--- src/rtl/hist_pkg.sv ---
// Shared types and defaults for the histogram scheduler and builder.
// Pass encoding and frame geometry defaults live here so both sides agree.
package hist_pkg;

  localparam int NP_DEF       = 16;
  localparam int PIXELS_DEF   = 4;
  localparam int DATA_NUM_DEF = 4;
  localparam int ACQ_NUM_DEF  = 8;
  localparam int DRAIN_DEF    = 3;

  localparam logic PASS_COARSE = 1'b0;
  localparam logic PASS_FINE   = 1'b1;

  typedef enum logic [2:0] {
    ST_IDLE,
    ST_CLEAR,
    ST_COARSE,
    ST_DRAIN_C,
    ST_FINE,
    ST_DRAIN_F,
    ST_DONE
  } hist_state_e;

  // Counter width that stays at least 1 bit for degenerate sizes.
  function automatic int cnt_w(input int n);
    return (n > 1) ? $clog2(n) : 1;
  endfunction

endpackage

--- src/rtl/hist_pass_scheduler_if.sv ---
// TDC timestamp stream in, histogram-builder write port out.
// master = scheduler side, slave = front end / builder side.
interface hist_pass_scheduler_if
  import hist_pkg::*;
#(
  parameter int NP     = NP_DEF,
  parameter int PIXELS = PIXELS_DEF
);
  localparam int PW = cnt_w(PIXELS);

  logic          ts_valid;
  logic [NP-1:0] ts_data;
  logic          ts_ready;

  logic          hb_wr_en;
  logic [NP-1:0] hb_data;
  logic [PW-1:0] hb_pixel;
  logic          hb_pass;
  logic          hb_clear;

  modport master (
    input  ts_valid, ts_data,
    output ts_ready, hb_wr_en, hb_data, hb_pixel, hb_pass, hb_clear
  );

  modport slave (
    output ts_valid, ts_data,
    input  ts_ready, hb_wr_en, hb_data, hb_pixel, hb_pass, hb_clear
  );
endinterface

--- src/rtl/hist_frame_counter.sv ---
// Cascaded timestamp/pixel/acquisition counters for one pass; pass_last flags the final slot.
// Advances one slot per inc, zero latency on pass_last, clr has priority over inc.
module hist_frame_counter
  import hist_pkg::*;
#(
  parameter int PIXELS   = PIXELS_DEF,
  parameter int DATA_NUM = DATA_NUM_DEF,
  parameter int ACQ_NUM  = ACQ_NUM_DEF
) (
  input  logic                     clk,
  input  logic                     rst,
  input  logic                     clr,
  input  logic                     inc,
  output logic [cnt_w(PIXELS)-1:0] pix_cnt,
  output logic                     pass_last
);
  localparam int IW = cnt_w(DATA_NUM);
  localparam int PW = cnt_w(PIXELS);
  localparam int AW = cnt_w(ACQ_NUM);

  localparam logic [IW-1:0] IN_MAX  = IW'(DATA_NUM - 1);
  localparam logic [PW-1:0] PIX_MAX = PW'(PIXELS - 1);
  localparam logic [AW-1:0] ACQ_MAX = AW'(ACQ_NUM - 1);

  logic [IW-1:0] in_cnt;
  logic [AW-1:0] acq_cnt;

  assign pass_last = (in_cnt == IN_MAX) && (pix_cnt == PIX_MAX) && (acq_cnt == ACQ_MAX);

  always_ff @(posedge clk or posedge rst) begin
    if (rst) begin
      in_cnt  <= '0;
      pix_cnt <= '0;
      acq_cnt <= '0;
    end else if (clr) begin
      in_cnt  <= '0;
      pix_cnt <= '0;
      acq_cnt <= '0;
    end else if (inc) begin
      if (in_cnt == IN_MAX) begin
        in_cnt <= '0;
        if (pix_cnt == PIX_MAX) begin
          pix_cnt <= '0;
          acq_cnt <= (acq_cnt == ACQ_MAX) ? '0 : acq_cnt + AW'(1);
        end else begin
          pix_cnt <= pix_cnt + PW'(1);
        end
      end else begin
        in_cnt <= in_cnt + IW'(1);
      end
    end
  end
endmodule

--- src/rtl/hist_pass_scheduler.sv ---
// Runs one depth frame through the histogram builder as a coarse pass then a fine pass.
// Writes land 1 cycle after each handshake; ts_ready is state-only, low outside the passes.
module hist_pass_scheduler
  import hist_pkg::*;
#(
  parameter int PIXELS       = PIXELS_DEF,
  parameter int DATA_NUM     = DATA_NUM_DEF,
  parameter int ACQ_NUM      = ACQ_NUM_DEF,
  parameter int DRAIN_CYCLES = DRAIN_DEF
) (
  input  logic                        clk,
  input  logic                        res,
  input  logic                        start,
  hist_pass_scheduler_if.master       bus,
  output logic                        coarse_done,
  output logic                        frame_done,
  output logic                        busy,
  output logic [15:0]                 frame_cnt
);
  localparam int PW = cnt_w(PIXELS);
  localparam int DW = cnt_w(DRAIN_CYCLES);
  localparam logic [DW-1:0] DRAIN_LAST = DW'(DRAIN_CYCLES - 1);

  hist_state_e   state;
  logic [DW-1:0] drain_cnt;
  logic          hs;
  logic          pass_last;
  logic [PW-1:0] pix_cnt;

  assign bus.ts_ready = (state == ST_COARSE) || (state == ST_FINE);
  assign hs           = bus.ts_valid && bus.ts_ready;

  hist_frame_counter #(
    .PIXELS   (PIXELS),
    .DATA_NUM (DATA_NUM),
    .ACQ_NUM  (ACQ_NUM)
  ) u_cnt (
    .clk       (clk),
    .rst       (res),
    .clr       (state == ST_CLEAR),
    .inc       (hs),
    .pix_cnt   (pix_cnt),
    .pass_last (pass_last)
  );

  // coarse_done/frame_done are registered on the last drain cycle, so they
  // trail the final write of the pass by exactly DRAIN_CYCLES cycles.
  always_ff @(posedge clk or posedge res) begin
    if (res) begin
      state        <= ST_IDLE;
      drain_cnt    <= '0;
      bus.hb_wr_en <= 1'b0;
      bus.hb_data  <= '0;
      bus.hb_pixel <= '0;
      bus.hb_pass  <= PASS_COARSE;
      bus.hb_clear <= 1'b0;
      coarse_done  <= 1'b0;
      frame_done   <= 1'b0;
      busy         <= 1'b0;
      frame_cnt    <= '0;
    end else begin
      bus.hb_wr_en <= hs;
      if (hs) begin
        bus.hb_data  <= bus.ts_data;
        bus.hb_pixel <= pix_cnt;
        bus.hb_pass  <= (state == ST_FINE) ? PASS_FINE : PASS_COARSE;
      end
      bus.hb_clear <= 1'b0;
      coarse_done  <= 1'b0;
      frame_done   <= 1'b0;

      case (state)
        ST_IDLE: begin
          if (start) begin
            state        <= ST_CLEAR;
            bus.hb_clear <= 1'b1;
            busy         <= 1'b1;
          end
        end
        ST_CLEAR: state <= ST_COARSE;
        ST_COARSE: begin
          if (hs && pass_last) begin
            state     <= ST_DRAIN_C;
            drain_cnt <= '0;
          end
        end
        ST_DRAIN_C: begin
          if (drain_cnt == DRAIN_LAST) begin
            state       <= ST_FINE;
            coarse_done <= 1'b1;
          end else begin
            drain_cnt <= drain_cnt + DW'(1);
          end
        end
        ST_FINE: begin
          if (hs && pass_last) begin
            state     <= ST_DRAIN_F;
            drain_cnt <= '0;
          end
        end
        ST_DRAIN_F: begin
          if (drain_cnt == DRAIN_LAST) begin
            state      <= ST_DONE;
            frame_done <= 1'b1;
            frame_cnt  <= frame_cnt + 16'd1;
          end else begin
            drain_cnt <= drain_cnt + DW'(1);
          end
        end
        ST_DONE: begin
          state <= ST_IDLE;
          busy  <= 1'b0;
        end
        default: state <= ST_IDLE;
      endcase
    end
  end
endmodule

--- src/flat_wrapper.sv ---
// flat-port wrapper written by rule: the top's interface ports become plain ports
module hist_pass_scheduler_flat import hist_pkg::*;
#(
  parameter int PIXELS       = PIXELS_DEF,
  parameter int DATA_NUM     = DATA_NUM_DEF,
  parameter int ACQ_NUM      = ACQ_NUM_DEF,
  parameter int DRAIN_CYCLES = DRAIN_DEF
)
  (clk, res, start, coarse_done, frame_done, busy, frame_cnt, bus_ts_valid, bus_ts_data, bus_ts_ready, bus_hb_wr_en, bus_hb_data, bus_hb_pixel, bus_hb_pass, bus_hb_clear);
  hist_pass_scheduler_if #(.NP(16), .PIXELS(PIXELS)) bus_i ();
  input  logic clk;
  input  logic res;
  input  logic start;
  output logic coarse_done;
  output logic frame_done;
  output logic busy;
  output logic [15:0] frame_cnt;
  input wire logic [$bits(bus_i.ts_valid)-1:0] bus_ts_valid;
  input wire logic [$bits(bus_i.ts_data)-1:0] bus_ts_data;
  output wire logic [$bits(bus_i.ts_ready)-1:0] bus_ts_ready;
  output wire logic [$bits(bus_i.hb_wr_en)-1:0] bus_hb_wr_en;
  output wire logic [$bits(bus_i.hb_data)-1:0] bus_hb_data;
  output wire logic [$bits(bus_i.hb_pixel)-1:0] bus_hb_pixel;
  output wire logic [$bits(bus_i.hb_pass)-1:0] bus_hb_pass;
  output wire logic [$bits(bus_i.hb_clear)-1:0] bus_hb_clear;
  assign bus_i.ts_valid = bus_ts_valid;
  assign bus_i.ts_data = bus_ts_data;
  assign bus_ts_ready = bus_i.ts_ready;
  assign bus_hb_wr_en = bus_i.hb_wr_en;
  assign bus_hb_data = bus_i.hb_data;
  assign bus_hb_pixel = bus_i.hb_pixel;
  assign bus_hb_pass = bus_i.hb_pass;
  assign bus_hb_clear = bus_i.hb_clear;
  hist_pass_scheduler #(.PIXELS(PIXELS), .DATA_NUM(DATA_NUM), .ACQ_NUM(ACQ_NUM), .DRAIN_CYCLES(DRAIN_CYCLES)) u_core (.clk(clk), .res(res), .start(start), .bus(bus_i), .coarse_done(coarse_done), .frame_done(frame_done), .busy(busy), .frame_cnt(frame_cnt));
endmodule
--- config.mk ---
export PLATFORM = sky130hd
export DESIGN_NAME = hist_pass_scheduler_flat
export DESIGN_NICKNAME = d
export VERILOG_FILES = /design/src/rtl/hist_pkg.sv /design/src/rtl/hist_pass_scheduler_if.sv /design/src/rtl/hist_frame_counter.sv /design/src/rtl/hist_pass_scheduler.sv /design/src/flat_wrapper.sv
export SDC_FILE = /design/constraint.sdc
export NUM_CORES = 1
export LEC_CHECK = 0
export CAP_MARGIN = 10
export CORE_ASPECT_RATIO = 1.2
export CORE_MARGIN = 5
export CORE_UTILIZATION = 43
export DETAILED_ROUTE_END_ITERATION = 8
export GPL_ROUTABILITY_DRIVEN = 0
export GPL_TIMING_DRIVEN = 0
export HOLD_SLACK_MARGIN = 0.12
export PLACE_DENSITY = 0.73
export SKIP_CTS_REPAIR_TIMING = 1
export SLEW_MARGIN = 15
export SYNTH_ARGS = -nofsm -noshare
export SYNTH_HDL_FRONTEND = slang
export SYNTH_SLANG_ARGS = --single-unit
--- constraint.sdc ---
create_clock -name clk -period 1.5 [get_ports clk]
set_input_delay 0.225 -clock clk [delete_from_list [all_inputs] [get_ports clk]]
set_output_delay 0.225 -clock clk [all_outputs]
set_load 0.01 [all_outputs]
==> out/results.ini, run 1 <==
[outcome]
violations = negative setup slack
status = finished with violations

[yosys]
async_flop_share = 1.00
netlist_area_um2 = 2240
yosysWarnings = 0
synthDistinctLibCells = 31
synth_edf_count = 0
avgSynthCellArea_um2 = 10.2
yosysSeqAreaShare = 0.581
synthFlopType = dfrtp_1
yosysTopAreaCellShare = 0.581
synth_cells = 220
ys_ff_latch = 52
ys_top_cells_by_area = dfrtp_1 58%, nand2_1 12%, xnor2_1 5.5%
synth_top_cell_by_area = dfrtp_1
syn_nets = 246

[die]
die_w_um = 75.9
start_util = 0.447
ios = 61
core_um2 = 5010
die_h_um = 89.0
die_area_um2 = 6750
num_rows = 28

[timing]
rsz0062_at_grt = yes
relSlewSlack = 0.686
worstMarginPinSlew_ps = 470
finalCriticalPeriod_ps = 1560
fin_crit_sh = 1.04
hold_violations = 0
final_max_slew_viol_count = 0
skew_ps = 10.6
fmax_ghz = 0.643
whs_ps = 239
finalSetupViolCount = 8
fin_ws_ps = -55.2

[pwr]
p_per_area_nw_per_um2 = 1500
ir_worst_vdd_mv = 0.814
leakagePower_uw = 0.00180

[grt]
grt_start_max_net_pins = 33
grt_pass1_wl_um = 7480
grt_usage = 0.143
grt_antenna_before_repair = 0
grt_pass1_vias = 1708
grt-ovfl-total = 0

[critical_path]
crit_chain = inv_2 > ha_4 > and4b_1 > buf_6 > and4_1 > buf_6 > nand2_2 > xnor2_2
crit_path_max_incr_delay_ps = 410
worstSetupPathType = reg2reg
cp_common_cell = buf_6
crit_arrival_ps = 1750
crit_required_ps = 1700
critPathMaxFanout = 6
worst_setup_path_end_kind = flip-flop
critPathSlowestCell = dfrtp_1
start_kind = flip-flop

[finish]
antennaDiodeCount = 0
multi_input_area_um2 = 916
syn_to_final_growth_pct = 48.5
finalNetCount = 335
layout-drive-gt1-share = 0.194
fillCellCount = 394
register_area_um2 = 1310

[drt]
first_iter_violations = 58
vias = 1806
drc_errors = 0
dr.pass1.iters = 4
via_per_inst = 4.88
ant_nets = 0
routedWlPerCell_um = 13.5
finalWirelength_um = 4980

[clock_network]
cts_root_buf = clkbuf_8
cts_buffers = 5
h-tree-depth = 2
cts_tree = yes
cts_sinks = 52
cts.path.max_buffers = 2
clk_latency_ps = 310
path_clk_slew_ps = 100

[placed_design]
pre_cts_slack_ps = -291
io_buffers = 60
hpwl_um = 3340

[job]
maxCapViolCount = 0

[worst_hold_path]
hold_class = in2async

state kept, by name (all words and copies together) (netlist names), 2 cells and up:
signal / cells
u_core.bus.hb_data: 16
u_core.frame_cnt: 16
u_core.state: 3
u_core.u_cnt.acq_cnt: 3
u_core.bus.hb_pixel: 2
u_core.drain_cnt: 2
u_core.u_cnt.in_cnt: 2
u_core.u_cnt.pix_cnt: 2
per-stage QoR:
stage	utilization	std cells	area [um^2]	total power, uW	TNS, ps
5_1_grt	0.664	370	3320	5320	-1930
3_3_place_gp	0.583	340	2920	3740	-55860
6_report	0.664	370	3320	4980	-319
3_5_place_dp	0.587	341	2940	3800	-6290
2_1_floorplan	-	220	2240	2900	-122
4_1_cts	0.611	349	3060	4820	-2680
area by class of cell:
cell class / count / share of cell area
buffer: 9 / 0.0237
clock buffer: 6 / 0.0248
clock inverter: 2 / 0.0117
inverter: 6 / 0.00677
multi-input combinational: 153 / 0.275
sequential: 52 / 0.393
tap: 60 / 0.0226
timing repair buffer: 82 / 0.242
power by group:
part	leakage [uW]	internal, uW	switching (uW)	total (uW)
Sequential	0.000677	1760	189	1950
Combinational	0.00107	1060	971	2030
Clock	0.0000614	546	453	999
Total	0.00180	3360	1610	4980
routing by layer:
layer | routed length [um] | global-route usage
met4 | 48 | 0.0382
met1 | 1950 | 0.169
met3 | 341 | 0.0405
met5 | 0 | 0
met2 | 2640 | 0.251
cells in the mapped netlist, drive strengths merged, types with 3 or more instances:
| library cell | n |
|---|---|
| nor2 | 8 |
| ha | 6 |
| xor2 | 3 |
| nand4 | 3 |
| clkbuf | 3 |
| buf | 6 |
| nand3 | 9 |
| nand2 | 70 |
| nor3 | 4 |
| a21oi | 9 |
| and3 | 4 |
| inv | 6 |
| o21ai | 6 |
| dfrtp | 52 |
| xnor2 | 14 |
| and4 | 3 |
final timing paths:
path | from | end | slack (ps) | cells after the start
worst max register to register | u_core.drain_cnt[0] | u_core.frame_cnt[7] | -60 | 8
worst min-delay path | res | u_core.frame_cnt[5] | 240 | 2
min in group clk | bus_ts_data[3] | u_core.bus.hb_data[3] | 440 | 3
worst min register to register | u_core.frame_cnt[15] | u_core.frame_cnt[15] | 470 | 1
worst max-delay path | u_core.drain_cnt[0] | u_core.frame_cnt[7] | -60 | 8
max in group asynchronous | res | u_core.frame_cnt[7] | 720 | 3
kinds of logic (layout without fill, tap and decap cells):
group / Yosys count / after routing / synth area share
simple gates: 109 / 109 / 0.222
flops: 52 / 52 / 0.581
compound gates: 18 / 18 / 0.0442
xor+xnor: 17 / 17 / 0.0699
buf+inv: 15 / 105 / 0.0352
fa+ha+maj: 6 / 6 / 0.0335
mux: 3 / 3 / 0.0140
layout by cell type, fill, tap and decap left out, types with 3 or more instances in the layout:
cell,instances
nand4_1,3
clkbuf_8,6
ha_1,5
nand3_1,6
inv_2,3
inv_1,3
nand3_2,3
clkbuf_2,3
dlymetal6s2s_1,13
and3_1,3
o21ai_0,4
nand2_1,68
buf_4,21
xnor2_1,12
buf_6,5
nor2_1,8
clkdlybuf4s50_1,46
dfrtp_1,49
a21oi_1,9
dfrtp_2,3
and4_1,3
critical path, delay by kind of cell, from the launching register on:
family | cells | cell delay [ps]
buf+inv | 3 | 330
xor+xnor | 1 | 130
flops | 1 | 410
simple gates | 3 | 450
fa+ha+maj | 1 | 130
Note: power is estimated with default switching activity, not from simulation.
==> run 2, diff against run 1 <==
--- a/config.mk
+++ b/config.mk
@@ -15,6 +15,7 @@
 export HOLD_SLACK_MARGIN = 0.12
 export PLACE_DENSITY = 0.73
 export SKIP_CTS_REPAIR_TIMING = 1
+export SKIP_LAST_GASP = 1
 export SLEW_MARGIN = 15
 export SYNTH_ARGS = -nofsm -noshare
 export SYNTH_HDL_FRONTEND = slang
==> run 2 against run 1 <==
Compared with the run above:
- the flow still finishes with violations (negative setup slack)
- via count up 0.61%
- hold slack about the same
- clock skew about the same
- global-route usage unchanged
- non-clock buffer count unchanged
- sequential cell count unchanged
- register-to-register slack worse by 30 ps
- clock power about the same
- utilization down 0.15 points
- total power down 0.15%
- first-iteration DRC count down 17%
- fmax down 1.7%
- critical endpoint is now u_core.frame_cnt[5]
- largest cell class unchanged
- highest routed layer unchanged
==> out/results.ini, run 2 (synthesis gave the netlist of run 1 again) <==
[grt]
grt_start_max_net_pins = 33  ; unchanged
grt_pass1_wl_um = 7480  ; unchanged
grt_antenna_before_repair = 0  ; unchanged
grt_pass1_vias = 1708  ; unchanged
grt-ovfl-total = 0  ; unchanged
grt_usage = 0.143  ; unchanged

[worst_hold_path]
hold_class = in2async

[pwr]
swShare = 0.324  ; about the same
comb_power_share = 0.407  ; about the same
leakagePower_uw = 0.00179  ; -1.0%
ir_worst_vdd_mv = 0.814  ; about the same
p_per_area_nw_per_um2 = 1500  ; about the same
p_int_uw = 3360  ; -0.14%
clockPowerShare = 0.201  ; about the same
switching_power_uw = 1610  ; -0.16%
power_uw = 4970  ; -0.15%
pwr-share-seq = 0.392  ; about the same

[finish]
antennaDiodeCount = 0  ; unchanged
layout_common_cells = 68 x nand2_1, 50 x dfrtp_1, 47 x clkdlybuf4s50_1, 22 x buf_4
fillCellCount = 393  ; -0.25%
layout-drive-gt1-share = 0.190  ; -0.00323
final_common_cell = nand2_1
register_area_um2 = 1300  ; about the same
top_regs = u_core.bus.hb_data: 16 flops, u_core.frame_cnt: 16 flops
finalNetCount = 335  ; unchanged
multi_input_area_um2 = 916  ; unchanged
fin_util = 0.662  ; -0.00150
syn_to_final_growth_pct = 48.2

[critical_path]
crit_required_ps = 1700  ; about the same
worst_setup_path_end_kind = flip-flop
critPathMaxFanout = 6  ; unchanged
worstSetupPathType = reg2reg
start_kind = flip-flop
crit_arrival_ps = 1780  ; +30 ps

[outcome]
status = finished with violations
violations = negative setup slack

[timing]
whs_ps = 239  ; -0.367 ps
finalCriticalPeriod_ps = 1580  ; +26.7 ps
fin_setup_tns_ps = -522  ; -203 ps
worstMarginPinSlew_ps = 470  ; -0.475 ps
fmax_ghz = 0.632  ; -1.7%
rsz0062_at_grt = yes
relSlewSlack = 0.686  ; about the same
fin_ws_ps = -81.9  ; -26.7 ps
skew_ps = 10.7  ; +0.153 ps
finalSetupViolCount = 11  ; +3
hold_violations = 0  ; unchanged
fin_crit_sh = 1.05  ; +0.0178
final_max_slew_viol_count = 0  ; unchanged

[clock_network]
cts_sinks = 52  ; unchanged
cts_buffers = 5  ; unchanged
path_clk_slew_ps = 100  ; about the same
cts_root_buf = clkbuf_8
cts.path.max_buffers = 2  ; unchanged
cts_tree = yes
clk_latency_ps = 310  ; about the same
h-tree-depth = 2  ; unchanged

[placed_design]
hpwl_um = 3340  ; unchanged
io_buffers = 60  ; unchanged
pre_cts_slack_ps = -291  ; unchanged

[drt]
first_iter_violations = 48  ; -17%
dr.pass1.iters = 4  ; unchanged
vias = 1817  ; +0.61%
drc_errors = 0  ; unchanged
routedWlPerCell_um = 13.4  ; -0.16%
finalWirelength_um = 4970  ; -0.16%
ant_nets = 0  ; unchanged
via_per_inst = 4.91  ; +0.61%

[job]
maxCapViolCount = 0  ; unchanged

[die]
num_rows = 28  ; unchanged
die_area_um2 = 6750  ; unchanged
start_util = 0.447  ; unchanged
die_w_um = 75.9  ; unchanged
die_h_um = 89.0  ; unchanged
core_um2 = 5010  ; unchanged
ios = 61  ; unchanged

-- run 2: worst paths after layout --
kind	end	slack (ps)	start	cells past startpoint
setup / recovery	u_core.frame_cnt[5]	-80	u_core.drain_cnt[0]	8
hold reg to reg	u_core.frame_cnt[15]	470	u_core.frame_cnt[15]	1
setup reg to reg	u_core.frame_cnt[5]	-80	u_core.drain_cnt[0]	8
hold / removal	u_core.frame_cnt[5]	240	res	2
max in group asynchronous	u_core.frame_cnt[7]	720	res	3
min in group clk	u_core.bus.hb_data[3]	440	bus_ts_data[3]	3
-- run 2: power groups by stage --
stage	Sequential [uW]	Combinational, uW	Clock [uW]
2_1_floorplan	2120	780	0
3_3_place_gp	1990	1750	0
3_5_place_dp	1990	1800	0
4_1_cts	1970	1810	1040
5_1_grt	2000	2230	1090
6_report	1950	2020	999
-- run 2: per-layer routing --
metal	share of wire	GRT usage	wire length (um)	up-vias
li1	-	-	-	892
met1	0.39	0.169	1930	875
met2	0.53	0.251	2640	44
met3	0.071	0.0405	351	6
met4	0.0097	0.0382	48	0
met5	0	0	0	-
-- run 2: cell type report --
| class | count | area share |
|---|---|---|
| flip-flops and latches | 52 | 0.393 |
| multi-input cells | 153 | 0.276 |
| repair buffers | 82 | 0.242 |
| clock buffers | 6 | 0.0249 |
| plain buffers | 9 | 0.0226 |
| well taps | 60 | 0.0226 |
| clock inverters | 2 | 0.0117 |
| inverters | 6 | 0.00679 |
-- run 2: critical path, cell delays in order (launching register included) --
cell,delay [ps]
dfrtp_1,410
inv_2,80
ha_4,130
and4b_1,190
buf_6,110
and4_1,220
buf_6,140
nand3_2,80
xnor2_1,130
-- run 2: through the flow --
| stage | std cells | instance area [um^2] |
|---|---|---|
| final | 370 | 3320 |
| after global routing | 370 | 3320 |
| after CTS | 349 | 3060 |
| after detailed placement | 341 | 2940 |
| after global placement | 340 | 2920 |
| after floorplan | 220 | 2240 |
